$ cat config.mk
export PLATFORM = sky130hd
export DESIGN_NAME = fetch_stage_flat
export DESIGN_NICKNAME = d
export VERILOG_FILES = /design/src/rtl/fetch_stage_if.sv /design/src/rtl/fetch_stage.sv /design/src/flat_wrapper.sv
export SDC_FILE = /design/constraint.sdc
export NUM_CORES = 1
export LEC_CHECK = 0
export CAP_MARGIN = 20
export CORE_ASPECT_RATIO = 0.9
export CORE_MARGIN = 1
export CORE_UTILIZATION = 35
export DETAILED_ROUTE_END_ITERATION = 10
export PLACE_DENSITY_LB_ADDON = 0.1
export SETUP_SLACK_MARGIN = 0.4
export SLEW_MARGIN = 25
export SYNTH_ARGS = -nofsm -noshare
export SYNTH_HDL_FRONTEND = slang
export SYNTH_SLANG_ARGS = --single-unit
$ cat constraint.sdc
create_clock -name clk -period 4 [get_ports clk]
set_input_delay 0.4 -clock clk [delete_from_list [all_inputs] [get_ports clk]]
set_output_delay 0.4 -clock clk [all_outputs]
set_load 0.005 [all_outputs]
$ cat src/rtl/fetch_stage_if.sv
// Fetch-stage bus: control and redirect from later stages, ROM address/data, IF/ID outputs.
interface fetch_stage_if #(
  parameter int unsigned DATA_WIDTH  = 32,
  parameter int unsigned COUNT_WIDTH = 16
);
  logic                   stall_i;
  logic                   flush_i;
  logic                   redirect_i;
  logic [DATA_WIDTH-1:0]  redirect_pc_i;
  logic [DATA_WIDTH-1:0]  pc_o;
  logic [DATA_WIDTH-1:0]  instr_i;
  logic [DATA_WIDTH-1:0]  instr_d_o;
  logic [DATA_WIDTH-1:0]  pc_d_o;
  logic [DATA_WIDTH-1:0]  pc_plus4_d_o;
  logic                   valid_d_o;
  logic                   halted_o;
  logic [COUNT_WIDTH-1:0] fetch_count_o;

  modport master (
    output stall_i, flush_i, redirect_i, redirect_pc_i, instr_i,
    input  pc_o, instr_d_o, pc_d_o, pc_plus4_d_o, valid_d_o, halted_o, fetch_count_o
  );

  modport slave (
    input  stall_i, flush_i, redirect_i, redirect_pc_i, instr_i,
    output pc_o, instr_d_o, pc_d_o, pc_plus4_d_o, valid_d_o, halted_o, fetch_count_o
  );
endinterface

$ cat src/rtl/fetch_stage.sv
// Instruction fetch: PC register, IF/ID capture, stall/flush/redirect handling and HALT on ecall.
module fetch_stage #(
  parameter int unsigned DATA_WIDTH  = 32,
  parameter logic [DATA_WIDTH-1:0] RESET_PC   = '0,
  parameter logic [DATA_WIDTH-1:0] HALT_INSTR = 32'h0000_0073,
  parameter logic [DATA_WIDTH-1:0] NOP_INSTR  = 32'h0000_0013,
  parameter int unsigned COUNT_WIDTH = 16
) (
  input  logic          clk,
  input  logic          rst,
  fetch_stage_if.slave  bus
);

  typedef enum logic {ST_RUN = 1'b0, ST_HALT = 1'b1} state_t;

  state_t                 r_state;
  logic [DATA_WIDTH-1:0]  r_pc;
  logic [DATA_WIDTH-1:0]  r_instr_d;
  logic [DATA_WIDTH-1:0]  r_pc_d;
  logic [DATA_WIDTH-1:0]  r_pc_plus4_d;
  logic                   r_valid_d;
  logic                   r_halted;
  logic [COUNT_WIDTH-1:0] r_count;

  logic [DATA_WIDTH-1:0]  w_pc_plus4;
  logic [DATA_WIDTH-1:0]  w_redirect_pc;
  logic [COUNT_WIDTH-1:0] w_count_inc;

  // Wraps modulo 2^DATA_WIDTH; redirect targets are forced word aligned.
  assign w_pc_plus4    = r_pc + DATA_WIDTH'(4);
  assign w_redirect_pc = bus.redirect_pc_i & ~DATA_WIDTH'(3);
  assign w_count_inc   = (r_count == '1) ? r_count : r_count + COUNT_WIDTH'(1);

  always_ff @(posedge clk) begin
    if (!rst) begin
      r_state      <= ST_RUN;
      r_pc         <= RESET_PC;
      r_instr_d    <= NOP_INSTR;
      r_pc_d       <= '0;
      r_pc_plus4_d <= '0;
      r_valid_d    <= 1'b0;
      r_halted     <= 1'b0;
      r_count      <= '0;
    end else begin
      case (r_state)
        ST_RUN: begin
          if (bus.redirect_i) begin
            r_pc         <= w_redirect_pc;
            r_instr_d    <= NOP_INSTR;
            r_pc_d       <= '0;
            r_pc_plus4_d <= '0;
            r_valid_d    <= 1'b0;
          end else if (bus.flush_i) begin
            r_instr_d    <= NOP_INSTR;
            r_pc_d       <= '0;
            r_pc_plus4_d <= '0;
            r_valid_d    <= 1'b0;
            if (!bus.stall_i) r_pc <= w_pc_plus4;
          end else if (!bus.stall_i) begin
            r_instr_d    <= bus.instr_i;
            r_pc_d       <= r_pc;
            r_pc_plus4_d <= w_pc_plus4;
            r_valid_d    <= 1'b1;
            r_count      <= w_count_inc;
            // The halt word itself is delivered downstream; the PC parks on it.
            if (bus.instr_i == HALT_INSTR) begin
              r_state  <= ST_HALT;
              r_halted <= 1'b1;
            end else begin
              r_pc <= w_pc_plus4;
            end
          end
        end
        ST_HALT: begin
          r_instr_d    <= NOP_INSTR;
          r_pc_d       <= '0;
          r_pc_plus4_d <= '0;
          r_valid_d    <= 1'b0;
          if (bus.redirect_i) begin
            r_state  <= ST_RUN;
            r_halted <= 1'b0;
            r_pc     <= w_redirect_pc;
          end
        end
        default: r_state <= ST_RUN;
      endcase
    end
  end

  assign bus.pc_o          = r_pc;
  assign bus.instr_d_o     = r_instr_d;
  assign bus.pc_d_o        = r_pc_d;
  assign bus.pc_plus4_d_o  = r_pc_plus4_d;
  assign bus.valid_d_o     = r_valid_d;
  assign bus.halted_o      = r_halted;
  assign bus.fetch_count_o = r_count;

endmodule
$ cat src/flat_wrapper.sv
// flat-port wrapper written by rule: the top's interface ports become plain ports
module fetch_stage_flat 
#(
  parameter int unsigned DATA_WIDTH  = 32,
  parameter logic [DATA_WIDTH-1:0] RESET_PC   = '0,
  parameter logic [DATA_WIDTH-1:0] HALT_INSTR = 32'h0000_0073,
  parameter logic [DATA_WIDTH-1:0] NOP_INSTR  = 32'h0000_0013,
  parameter int unsigned COUNT_WIDTH = 16
)
  (clk, rst, bus_stall_i, bus_flush_i, bus_redirect_i, bus_redirect_pc_i, bus_instr_i, bus_pc_o, bus_instr_d_o, bus_pc_d_o, bus_pc_plus4_d_o, bus_valid_d_o, bus_halted_o, bus_fetch_count_o);
  fetch_stage_if #(.DATA_WIDTH(DATA_WIDTH), .COUNT_WIDTH(COUNT_WIDTH)) bus_i ();
  input  logic clk;
  input  logic rst;
  input wire logic [$bits(bus_i.stall_i)-1:0] bus_stall_i;
  input wire logic [$bits(bus_i.flush_i)-1:0] bus_flush_i;
  input wire logic [$bits(bus_i.redirect_i)-1:0] bus_redirect_i;
  input wire logic [$bits(bus_i.redirect_pc_i)-1:0] bus_redirect_pc_i;
  input wire logic [$bits(bus_i.instr_i)-1:0] bus_instr_i;
  output wire logic [$bits(bus_i.pc_o)-1:0] bus_pc_o;
  output wire logic [$bits(bus_i.instr_d_o)-1:0] bus_instr_d_o;
  output wire logic [$bits(bus_i.pc_d_o)-1:0] bus_pc_d_o;
  output wire logic [$bits(bus_i.pc_plus4_d_o)-1:0] bus_pc_plus4_d_o;
  output wire logic [$bits(bus_i.valid_d_o)-1:0] bus_valid_d_o;
  output wire logic [$bits(bus_i.halted_o)-1:0] bus_halted_o;
  output wire logic [$bits(bus_i.fetch_count_o)-1:0] bus_fetch_count_o;
  assign bus_i.stall_i = bus_stall_i;
  assign bus_i.flush_i = bus_flush_i;
  assign bus_i.redirect_i = bus_redirect_i;
  assign bus_i.redirect_pc_i = bus_redirect_pc_i;
  assign bus_i.instr_i = bus_instr_i;
  assign bus_pc_o = bus_i.pc_o;
  assign bus_instr_d_o = bus_i.instr_d_o;
  assign bus_pc_d_o = bus_i.pc_d_o;
  assign bus_pc_plus4_d_o = bus_i.pc_plus4_d_o;
  assign bus_valid_d_o = bus_i.valid_d_o;
  assign bus_halted_o = bus_i.halted_o;
  assign bus_fetch_count_o = bus_i.fetch_count_o;
  fetch_stage #(.DATA_WIDTH(DATA_WIDTH), .RESET_PC(RESET_PC), .HALT_INSTR(HALT_INSTR), .NOP_INSTR(NOP_INSTR), .COUNT_WIDTH(COUNT_WIDTH)) u_core (.clk(clk), .rst(rst), .bus(bus_i));
endmodule
==> summary.txt, run 1 <==
Global route
  • Vias in the first global route: 6,016
  • Gr usage total: 22.54%
  • Pin count of the biggest net entering global routing: 55
  • Initial antenna violation count: 0
  • Gr ovfl total: 0
  • Global-route wire length before repair: 32,170 microns

Setup path
  • Data arrival time of the critical path: 3.00 ns
  • Critical path class: reg2reg
  • Worst Setup Start Kind: flop
  • Worst Setup End Kind: flop
  • Crit Path Max Fanout: 21
  • Reg2Reg Setup Slack: 1.37 ns
  • CP Data Required Time: 4.36 ns

STA
  • Rel. slew slack: 34.80%
  • Crit share post-route: 65.82%
  • Minimum clock period: 2.633 ns
  • RSZ-0062 raised after global routing: false
  • Final number of setup-violating endpoints: 0
  • Final Skew: 0.007871 ns
  • Hold Violations, Final: 0
  • Worst Tran Pin Value: 0.9743 ns
  • Max-slew violations: 0
  • Setup tns final: 0 ns
  • Hold WS: 0.4541 ns
  • FMAX: 0.3798 GHz

Power and ir drop
  • Switching portion of total power: 24.06%
  • Pint: 2498 uW
  • LEAKAGE: 0.002995 uW
  • Total power: 3289 uW
  • Logic gate share of total power: 9.6%
  • PD cells: 365.2 nW/um^2
  • Clock Power Share: 44.7%
  • Seq pwr share: 45.7%
  • Max VDD drop: 0.0003220 V
  • Sw Pwr: 791.2 uW

Floorplan
  • Die Ht: 128.7 microns
  • Starting Density: 36.36%
  • Ports: 215
  • Core area: 17,170 sq um
  • Die width: 142.8 microns
  • Std-Cell Rows: 45
  • Die ar.: 18,380 sq um

Clocking
  • Clock Path Buffers: 2
  • CTS buffer count: 17
  • CTS clk-pin slew, worst paths: 0.06 ns
  • Post-cts sizing count: 0
  • CTS tree: built
  • Clock root buffer: clkbuf_16
  • H-tree levels: 4
  • Cts hold-fix bufs: 0
  • Post-CTS Setup Inserts: 0
  • Clock Sinks: 142
  • Clk_lat worst skew: 0.42 ns

Logic synthesis
  • Sequential fraction of the synthesis area: 45.53%
  • Syn. warnings: 0
  • EDFF count, synth: 0
  • Netlist cell types: 60
  • Average size of a mapped cell: 8.483 sq um
  • Mapped Cells: 736
  • Post-Syn Area: 6243 sq um
  • FF+latch count, synth: 142
  • Ys flop type: dfxtp_1
  • Ys async rst share: 0%

Layout
  • Layout cell share with drive strength beyond 1: 5.514%
  • Synth-to-layout area growth: 44.23%
  • Fillers: 1,615
  • Post-Layout Cell Count: 1,160
  • Register area: 2843 sq um
  • Diodes inserted: 0
  • Final instance area: 9005 sq um
  • Post-layout net count: 983
  • Multi-input logic area: 3097 sq um

Detailed routing
  • Routed Antenna Nets: 0
  • DR vias/cell: 5.420
  • Avg WL per Cell: 17.75 microns
  • Iteration-0 DRC Markers: 466
  • DRC viols: 0
  • TritonRoute pass-1 iters: 5
  • Detailed Route WL: 20,590 microns
  • Vias post-DR: 6,287

Placed design
  • Post-detail-place hpwl: 14,370 microns
  • Number of port buffers: 210
  • Placed cell area: 8462 sq um
  • Placed cells: 1,128
  • RD Place Congestion: 0.8486

Worst hold path
  • Hold crit path type: reg2reg

Run status
  • Status: complete, no violations

Flow run
  • Max Cap Viol: 0
## cells by family (layout without fill, tap and decap cells)
kind of cell / Yosys count / in the layout / synth area share [%]
other: 1 / 2 / 0.06006
AO/OA/AOI/OAI: 191 / 191 / 21.44
buffers and inverters: 77 / 265 / 5.270
AND/OR/NAND/NOR: 283 / 283 / 21.50
flip-flops: 142 / 142 / 45.53
XOR/XNOR: 31 / 31 / 4.349
adder cells (fa/ha/maj): 2 / 2 / 0.4007
multiplexers: 9 / 9 / 1.443
## metal layers
layer,up-vias,global-route usage [%],part of all wire (%)
met5,-,0,0
met4,0,8.539,1.9
met3,35,5.992,6.8
met2,213,36.25,47
met1,3022,28.90,44
li1,3017,-,-
## layout by cell type (no fill, tap or decap), drive strengths merged, types with 4 or more instances in the layout
master,instances
clkdlybuf4s50,210
dfxtp,142
nor2,110
nand2,63
a22oi,59
a21oi,31
o21ai,27
xnor2,25
clkbuf,25
nor3,21
nand3,20
nor4,18
nand4,14
buf,12
inv,11
a32o,10
a211oi,9
mux2i,9
and3,8
o211ai,7
o31ai,7
o31a,6
xor2,6
or4,6
o22ai,5
o41ai,5
clkinv,5
or3,4
a22o,4
## area by class of cell
type | count | area share, %
clock buffer | 25 | 5.280
clock inverter | 7 | 0.6947
multi-input combinational | 518 | 34.39
sequential | 142 | 31.57
timing repair buffer | 222 | 24.34
tap | 235 | 3.265
inverter | 11 | 0.4585
## power by group through the flow
stage	registers [uW]	logic [uW]	clock network [uW]
after detailed placement	1530	314	0
after floorplan	1510	149	0
after global routing	1510	341	1570
final	1500	315	1470
after CTS	1500	316	1500
after global placement	1530	310	0
## path summary, 6_finish.rpt
path                         from                    to  cells after the start
max            u_core.bus.pc_o[8]   u_core.bus.pc_o[30]                      5
min          u_core.bus.valid_d_o  u_core.bus.valid_d_o                      2
max reg2reg    u_core.bus.pc_o[8]   u_core.bus.pc_o[30]                      5
min reg2reg  u_core.bus.valid_d_o  u_core.bus.valid_d_o                      2
## registers in the layout (all words and copies together), names as in the netlist
| signal | flops |
|---|---|
| u_core.bus.fetch_count_o | 16 |
| u_core.bus.instr_d_o | 32 |
| u_core.bus.valid_d_o | 1 |
| u_core.bus.halted_o | 1 |
| u_core.bus.pc_o | 30 |
| u_core.bus.pc_plus4_d_o | 31 |
| u_core.bus.pc_d_o | 30 |
| u_core.r_state | 1 |
## critical path: stages (launching register included)
cell	delay (ns)
dfxtp_1	0.55
nand3_1	0.36
or4_4	0.76
or4_4	0.57
a31oi_1	0.19
a22o_1	0.14
## synthesized netlist by cell type, drive strengths merged, types with 3 or more instances
cell	number	area (sq um)
inv	10	37.54
dfxtp	142	2843
a21o	3	22.52
or4	6	52.55
nor4	18	112.6
o21ai	27	135.1
o21a	3	22.52
o31a	6	52.55
clkbuf	47	180.2
nand4	14	87.58
o31ai	7	52.55
nor2b	3	18.77
a211oi	9	67.56
xnor2	25	219.0
a22o	4	35.03
a22oi	59	442.9
or2	3	18.77
nand2	63	236.5
o211ai	7	52.55
and3	8	50.05
o41ai	5	43.79
xor2	6	52.55
nor2	110	412.9
nand3	20	112.6
nor3	21	115.1
o22ai	5	31.28
buf	19	107.6
or3	4	25.02
nand2b	3	18.77
a21oi	31	155.2
a32o	10	100.1
mux2i	9	90.09
o32ai	3	26.28
## through the flow
stage	util, %	setup slack, ns
finish	52.44	1.367
global route	52.44	1.146
CTS	52.41	1.430
detailed placement	49.28	0.9995
global placement	49.28	1.061
floorplan	-	1.901
No activity file was read; power rests on OpenSTA's default activity.
==> run 2: changes to the inputs <==
Clock period 4 ns to 2.6 ns, I/O delays scaled along.
==> run 2 against run 1 <==
Net effect:
- combinational power is 80% higher
- cell area grew 4.8%
- sequential power is 52% higher
- sequential share of layout area is 1.4 points lower
- sequential cell count unchanged
- largest cell class unchanged
- largest power group is now clock
- highest routed layer unchanged
==> summary.txt, run 2 (same netlist as run 1, synthesis figures left out) <==
Setup path
  • Worst reg2reg path endpoint: u_core.bus.pc_plus4_d_o[28]
  • Worst Setup End Kind: flop
  • Crit path launch: u_core.bus.pc_o[3]
  • Reg2Reg Setup Slack: 0.45 ns
  • Crit Path Max Fanout: 6
  • Worst Setup EP: u_core.bus.pc_plus4_d_o[28]
  • Worst R2R Start: u_core.bus.pc_o[3]
  • Worst Setup Start Kind: flop
  • Data arrival time of the critical path: 2.43 ns
  • Cell count of the worst reg-to-reg path: 7
  • CP Data Required Time: 2.88 ns
  • Critical path class: reg2reg

STA
  • Crit share post-route: 82.74%
  • RSZ-0062 raised after global routing: false
  • FMAX: 0.4648 GHz
  • PnR worst setup slack: 0.4486 ns
  • Worst Tran Pin Value: 0.5901 ns
  • Setup tns final: 0 ns
  • Final number of setup-violating endpoints: 0
  • Max-slew violations: 0
  • Hold Violations, Final: 0
  • Final Skew: 0.006558 ns
  • Minimum clock period: 2.151 ns
  • Rel. slew slack: 60.45%

Global route
  • Global-route wire length before repair: 32,590 microns
  • Pin count of the biggest net entering global routing: 48
  • Initial antenna violation count: 0
  • Gr usage total: 22.98%
  • Gr ovfl total: 0
  • Vias in the first global route: 6,041

Power and ir drop
  • Switching portion of total power: 24.82%
  • Clock Power Share: 45.0%
  • LEAKAGE: 0.003238 uW
  • Seq pwr share: 44.1%
  • Pint: 3895 uW
  • PD cells: 548.8 nW/um^2
  • Logic gate share of total power: 10.9%
  • Max VDD drop: 0.0004609 V
  • Sw Pwr: 1286 uW

Detailed routing
  • DRC viols: 0
  • Detailed Route WL: 21,010 microns
  • Routed Antenna Nets: 0
  • DR vias/cell: 5.320
  • Iteration-0 DRC Markers: 479
  • Avg WL per Cell: 17.51 microns
  • TritonRoute pass-1 iters: 5
  • Vias post-DR: 6,384

Clocking
  • CTS tree: built
  • Clock root buffer: clkbuf_16
  • CTS buffer count: 17
  • Cts hold-fix bufs: 0
  • CTS clk-pin slew, worst paths: 0.06 ns
  • Clock Path Buffers: 2
  • Clk_lat worst skew: 0.42 ns
  • Clock Sinks: 142
  • H-tree levels: 4

Run status
  • Status: complete, no violations

Worst hold path
  • Hold crit path type: in2reg

Layout
  • Synth-to-layout area growth: 51.20%
  • Most frequent cells in the layout: clkdlybuf4s50_1 (210), dfxtp_1 (137), nor2_1 (110), nand2_1 (62), a22oi_1 (59)
  • Largest register FFs: 32
  • Layout cell share with drive strength beyond 1: 10.98%
  • Post-Layout Cell Count: 1,200
  • Diodes inserted: 0
  • Commonest non-fill, non-tap cell in the layout: clkdlybuf4s50_1
  • Post-layout net count: 1,023

Floorplan
  • Ports: 215
  • Core area: 17,170 sq um
  • Die ar.: 18,380 sq um
  • Starting Density: 36.36%
  • Std-Cell Rows: 45
  • Die Ht: 128.7 microns
  • Die width: 142.8 microns

Placed design
  • Placement Setup Slack: 0.1639 ns
  • Number of port buffers: 210
  • RD Place Congestion: 0.8642
  • Placed cells: 1,164
  • Post-detail-place hpwl: 14,890 microns

Flow run
  • Max Cap Viol: 0
-- run 2: changes by cell type in the layout (fill, tap and decap cells not counted), moves of 4 or more --
| cell | change |
|---|---|
| buf_4 | +35 |
| clkinvlp_4 | +4 |
| dfxtp_2 | +5 |
| clkbuf_1 | -5 |
| dfxtp_1 | -5 |
-- run 2: power by group through the flow --
| stage | Combinational (uW) | Sequential (uW) | Clock, uW |
|---|---|---|---|
| finish | 566 | 2280 | 2330 |
| global placement | 552 | 2320 | 0 |
| global route | 612 | 2290 | 2460 |
| detailed placement | 558 | 2330 | 0 |
| floorplan | 230 | 2320 | 0 |
| CTS | 564 | 2280 | 2380 |
-- run 2: cell type report --
cell class | instances | area, sq um
Fill cell | 1588 | 7732
Multi-Input combinational cell | 519 | 3157
Sequential cell | 142 | 2849
Timing Repair Buffer | 261 | 2530
Clock buffer | 20 | 456.7
Tap cell | 235 | 294.0
Clock inverter | 12 | 112.6
Inverter | 11 | 41.29
-- run 2: how the worst min path moves through the flow --
stage	startpoint	slack (ns)	depth (start not counted)	to
finish	bus_redirect_pc_i[3]	0.42	3	u_core.bus.pc_o[3]
global route	bus_redirect_pc_i[3]	0.42	3	u_core.bus.pc_o[3]
CTS	bus_redirect_pc_i[3]	0.41	3	u_core.bus.pc_o[3]
detailed placement	u_core.bus.pc_plus4_d_o[19]	0.45	2	u_core.bus.pc_plus4_d_o[19]
global placement	u_core.bus.valid_d_o	0.44	2	u_core.bus.valid_d_o
floorplan	bus_instr_i[0]	0.41	2	u_core.bus.instr_d_o[0]
-- run 2: through the flow --
step | utilization, % | instance area, sq um | total power [uW] | hold WS (ns)
floorplan | - | 6247 | 2551 | 0.4058
finish | 54.97 | 9440 | 5181 | 0.4162
CTS | 54.64 | 9384 | 5224 | 0.4095
detailed placement | 51.07 | 8770 | 2884 | 0.4454
global placement | 51.07 | 8770 | 2876 | 0.4371
global route | 54.97 | 9440 | 5365 | 0.4247
-- run 2: per-layer routing --
metal,GRT usage [%],part of all wire (%)
met3,5.955,6.8
met2,37.25,47
met1,29.94,45
met5,0,0
met4,7.021,1.4
-- run 2: repair_timing --
| item | in CTS | in global routing |
|---|---|---|
| endpoints found under the setup margin | 3 | 21 |
| cloned | 1 | 0 |
| gates resized for setup | 7 | 11 |
| buffers inserted | 2 | 1 |
| pin swaps | 1 | 5 |
| endpoints found under the hold margin | 0 | 0 |
-- run 2: worst max-delay path, cell delays in order (launching register included) --
cell and delay [ns]:
dfxtp_2 0.36, ha_4 0.20, nand2_4 0.08, or4_4 0.63, buf_8 0.18, o31a_1 0.30
o21ai_0 0.18, a21oi_1 0.09
==> run 3: changes to the inputs <==
Clock period 2.6 ns to 1.7 ns, I/O delays scaled along.
==> run 3 against run 2 <==
Net effect:
- the flow now finishes with violations (setup timing)
- sequential power increased by 52%
- global-route usage increased by 6.0 points
- utilization increased by 24 points
- via count rose by 20%
- sequential cell count did not move
- clock power grew 61%
- largest power group unchanged
- critical path depth stayed put
- clock-buffer cell count shrank 1
- wire length rose by 38%
==> summary.txt, run 3 (same netlist as run 1, synthesis figures left out) <==
Run status
  • Status: finished, violations left
  • Failing checks: setup timing

Power and ir drop
  • LEAKAGE: 0.006966 uW
  • Max VDD drop: 0.0006834 V
  • Pint: 6467 uW
  • Sw Pwr: 2358 uW
  • Switching portion of total power: 26.72%
  • Total power: 8825 uW
  • Seq pwr share: 39.2%
  • Logic gate share of total power: 18.4%
  • Clock Power Share: 42.4%
  • PD cells: 654.5 nW/um^2

Clocking
  • Clock root buffer: clkbuf_16
  • Clk_lat worst skew: 0.43 ns
  • Clock Path Buffers: 2
  • CTS buffer count: 17
  • Clock Sinks: 142
  • CTS tree: built
  • CTS clk-pin slew, worst paths: 0.07 ns
  • H-tree levels: 4

Floorplan
  • Core area: 17,170 sq um
  • Ports: 215
  • Std-Cell Rows: 45
  • Die ar.: 18,380 sq um
  • Starting Density: 36.36%
  • Die width: 142.8 microns
  • Die Ht: 128.7 microns

Layout
  • Most frequent cells in the layout: buf_4 (114), nor2_1 (103), dlymetal6s2s_1 (101), buf_6 (86), dfxtp_1 (62)
  • Commonest non-fill, non-tap cell in the layout: buf_4
  • Fin util: 78.51%
  • Diodes inserted: 0
  • Final instance area: 13,480 sq um
  • Fillers: 1,073
  • Post-layout net count: 1,212
  • Largest register FFs: 32
  • Layout cell share with drive strength beyond 1: 52.51%
  • Synth-to-layout area growth: 116.0%

Placed design
  • Number of port buffers: 210
  • RD Place Congestion: 0.8958
  • Placed cell area: 10,140 sq um
  • Post-detail-place hpwl: 16,370 microns

Setup path
  • CP Data Required Time: 2.06 ns
  • Worst reg2reg path endpoint: u_core.bus.pc_plus4_d_o[18]
  • Critical path class: reg2reg
  • CP delay by family, top: simple AND/OR/NAND/NOR gates
  • CP peak stage delay: 0.46 ns
  • Slowest cell on the critical path: or4_4
  • Worst Setup End Kind: flop
  • Worst Setup Start Kind: flop
  • Cells along the critical path: ha_4, nand2_4, or4_4, buf_12, or3_1, a21o_1, a21oi_2
  • Crit Path Max Fanout: 12
  • Reg2Reg Setup Slack: -0.32 ns
  • Worst path bufs/invs: 1
  • Data arrival time of the critical path: 2.38 ns
  • Worst R2R Start: u_core.bus.pc_o[3]
  • Cell count of the worst reg-to-reg path: 7
  • WP depth: 7

STA
  • Crit share post-route: 118.6%
  • Max-slew violations: 0
  • Final Skew: 0.009682 ns
  • Hold Violations, Final: 0
  • Minimum clock period: 2.016 ns
  • Hold WS: 0.03001 ns
  • Setup tns final: -6.238 ns
  • Final number of setup-violating endpoints: 41
  • PnR worst setup slack: -0.3164 ns
  • FMAX: 0.4959 GHz
  • RSZ-0062 raised after global routing: true

Detailed routing
  • DRC viols: 0
  • TritonRoute pass-1 iters: 5
  • DR vias/cell: 5.526
  • Detailed Route WL: 28,960 microns
  • Routed Antenna Nets: 0
  • Avg WL per Cell: 20.85 microns
  • Vias post-DR: 7,675
  • Iteration-0 DRC Markers: 491

Global route
  • Gr usage total: 29.00%
  • Initial antenna violation count: 0
  • Gr ovfl total: 0
  • Pin count of the biggest net entering global routing: 41
  • GR Util met2: 48.27%
  • Global-route wire length before repair: 40,790 microns
  • GR Util met1: 37.39%
  • Vias in the first global route: 7,439
  • Met3 usage: 6.290%
  • Grt peak-use layer: met2

Worst hold path
  • Min-delay src: bus_instr_i[13]
  • Hold Path Sink: u_core.bus.instr_d_o[13]
  • Hold crit path type: in2reg
  • WHS Path Cells: 3

Flow run
  • Max Cap Viol: 0
[run 3: worst max path at each step]
stage | slack, ns | to | start
detailed placement | -0.75 | u_core.bus.pc_o[2] | bus_instr_i[30]
global route | -0.36 | u_core.bus.pc_plus4_d_o[18] | u_core.bus.pc_o[3]
CTS | -0.22 | u_core.bus.pc_o[30] | u_core.bus.pc_o[6]
finish | -0.32 | u_core.bus.pc_plus4_d_o[18] | u_core.bus.pc_o[3]
floorplan | -0.35 | u_core.bus.pc_o[30] | u_core.bus.pc_o[14]
global placement | -0.68 | u_core.bus.pc_o[18] | bus_instr_i[30]
[run 3: per-layer routing]
metal | vias up | routed length [microns]
met5 | - | 0
met4 | 0 | 778
met3 | 55 | 2024
met2 | 352 | 14230
met1 | 3783 | 11930
li1 | 3485 | -
[run 3: area by class of cell]
type                       instances  area [sq um]  area share (%)
timing repair buffer             449          4962           36.80
multi-input combinational        520          4608           34.18
sequential                       142          2995           22.22
clock buffer                      19         442.9           3.285
tap                              235         294.0           2.181
clock inverter                    13         138.9           1.030
inverter                          11         41.29          0.3062
[run 3: per-stage QoR]
step,worst slack (ns),cells
global placement,-0.6776,1242
floorplan,-0.3475,737
CTS,-0.2161,1347
detailed placement,-0.7547,1242
finish,-0.3164,1389
global route,-0.3625,1389
[run 3: worst min-delay path, stage by stage]
cell     delay, ns
buf_2         0.11
a22oi_2       0.07
nor2_1        0.08
[run 3: power groups by stage]
| stage | clock network, uW | registers (uW) | logic [uW] |
|---|---|---|---|
| after floorplan | 0 | 3570 | 465 |
| after global placement | 0 | 3530 | 1090 |
| after detailed placement | 0 | 3540 | 1100 |
| after CTS | 3770 | 3460 | 1410 |
| after global routing | 3940 | 3460 | 1690 |
| final | 3740 | 3460 | 1630 |
[run 3: timing repair]
action,4_1_cts,5_1_grt
gates resized for setup,392,263
gates cloned,15,0
hold buffers,0,0
pin swaps,63,64
buffers inserted,58,42
setup endpoints to repair,284,264
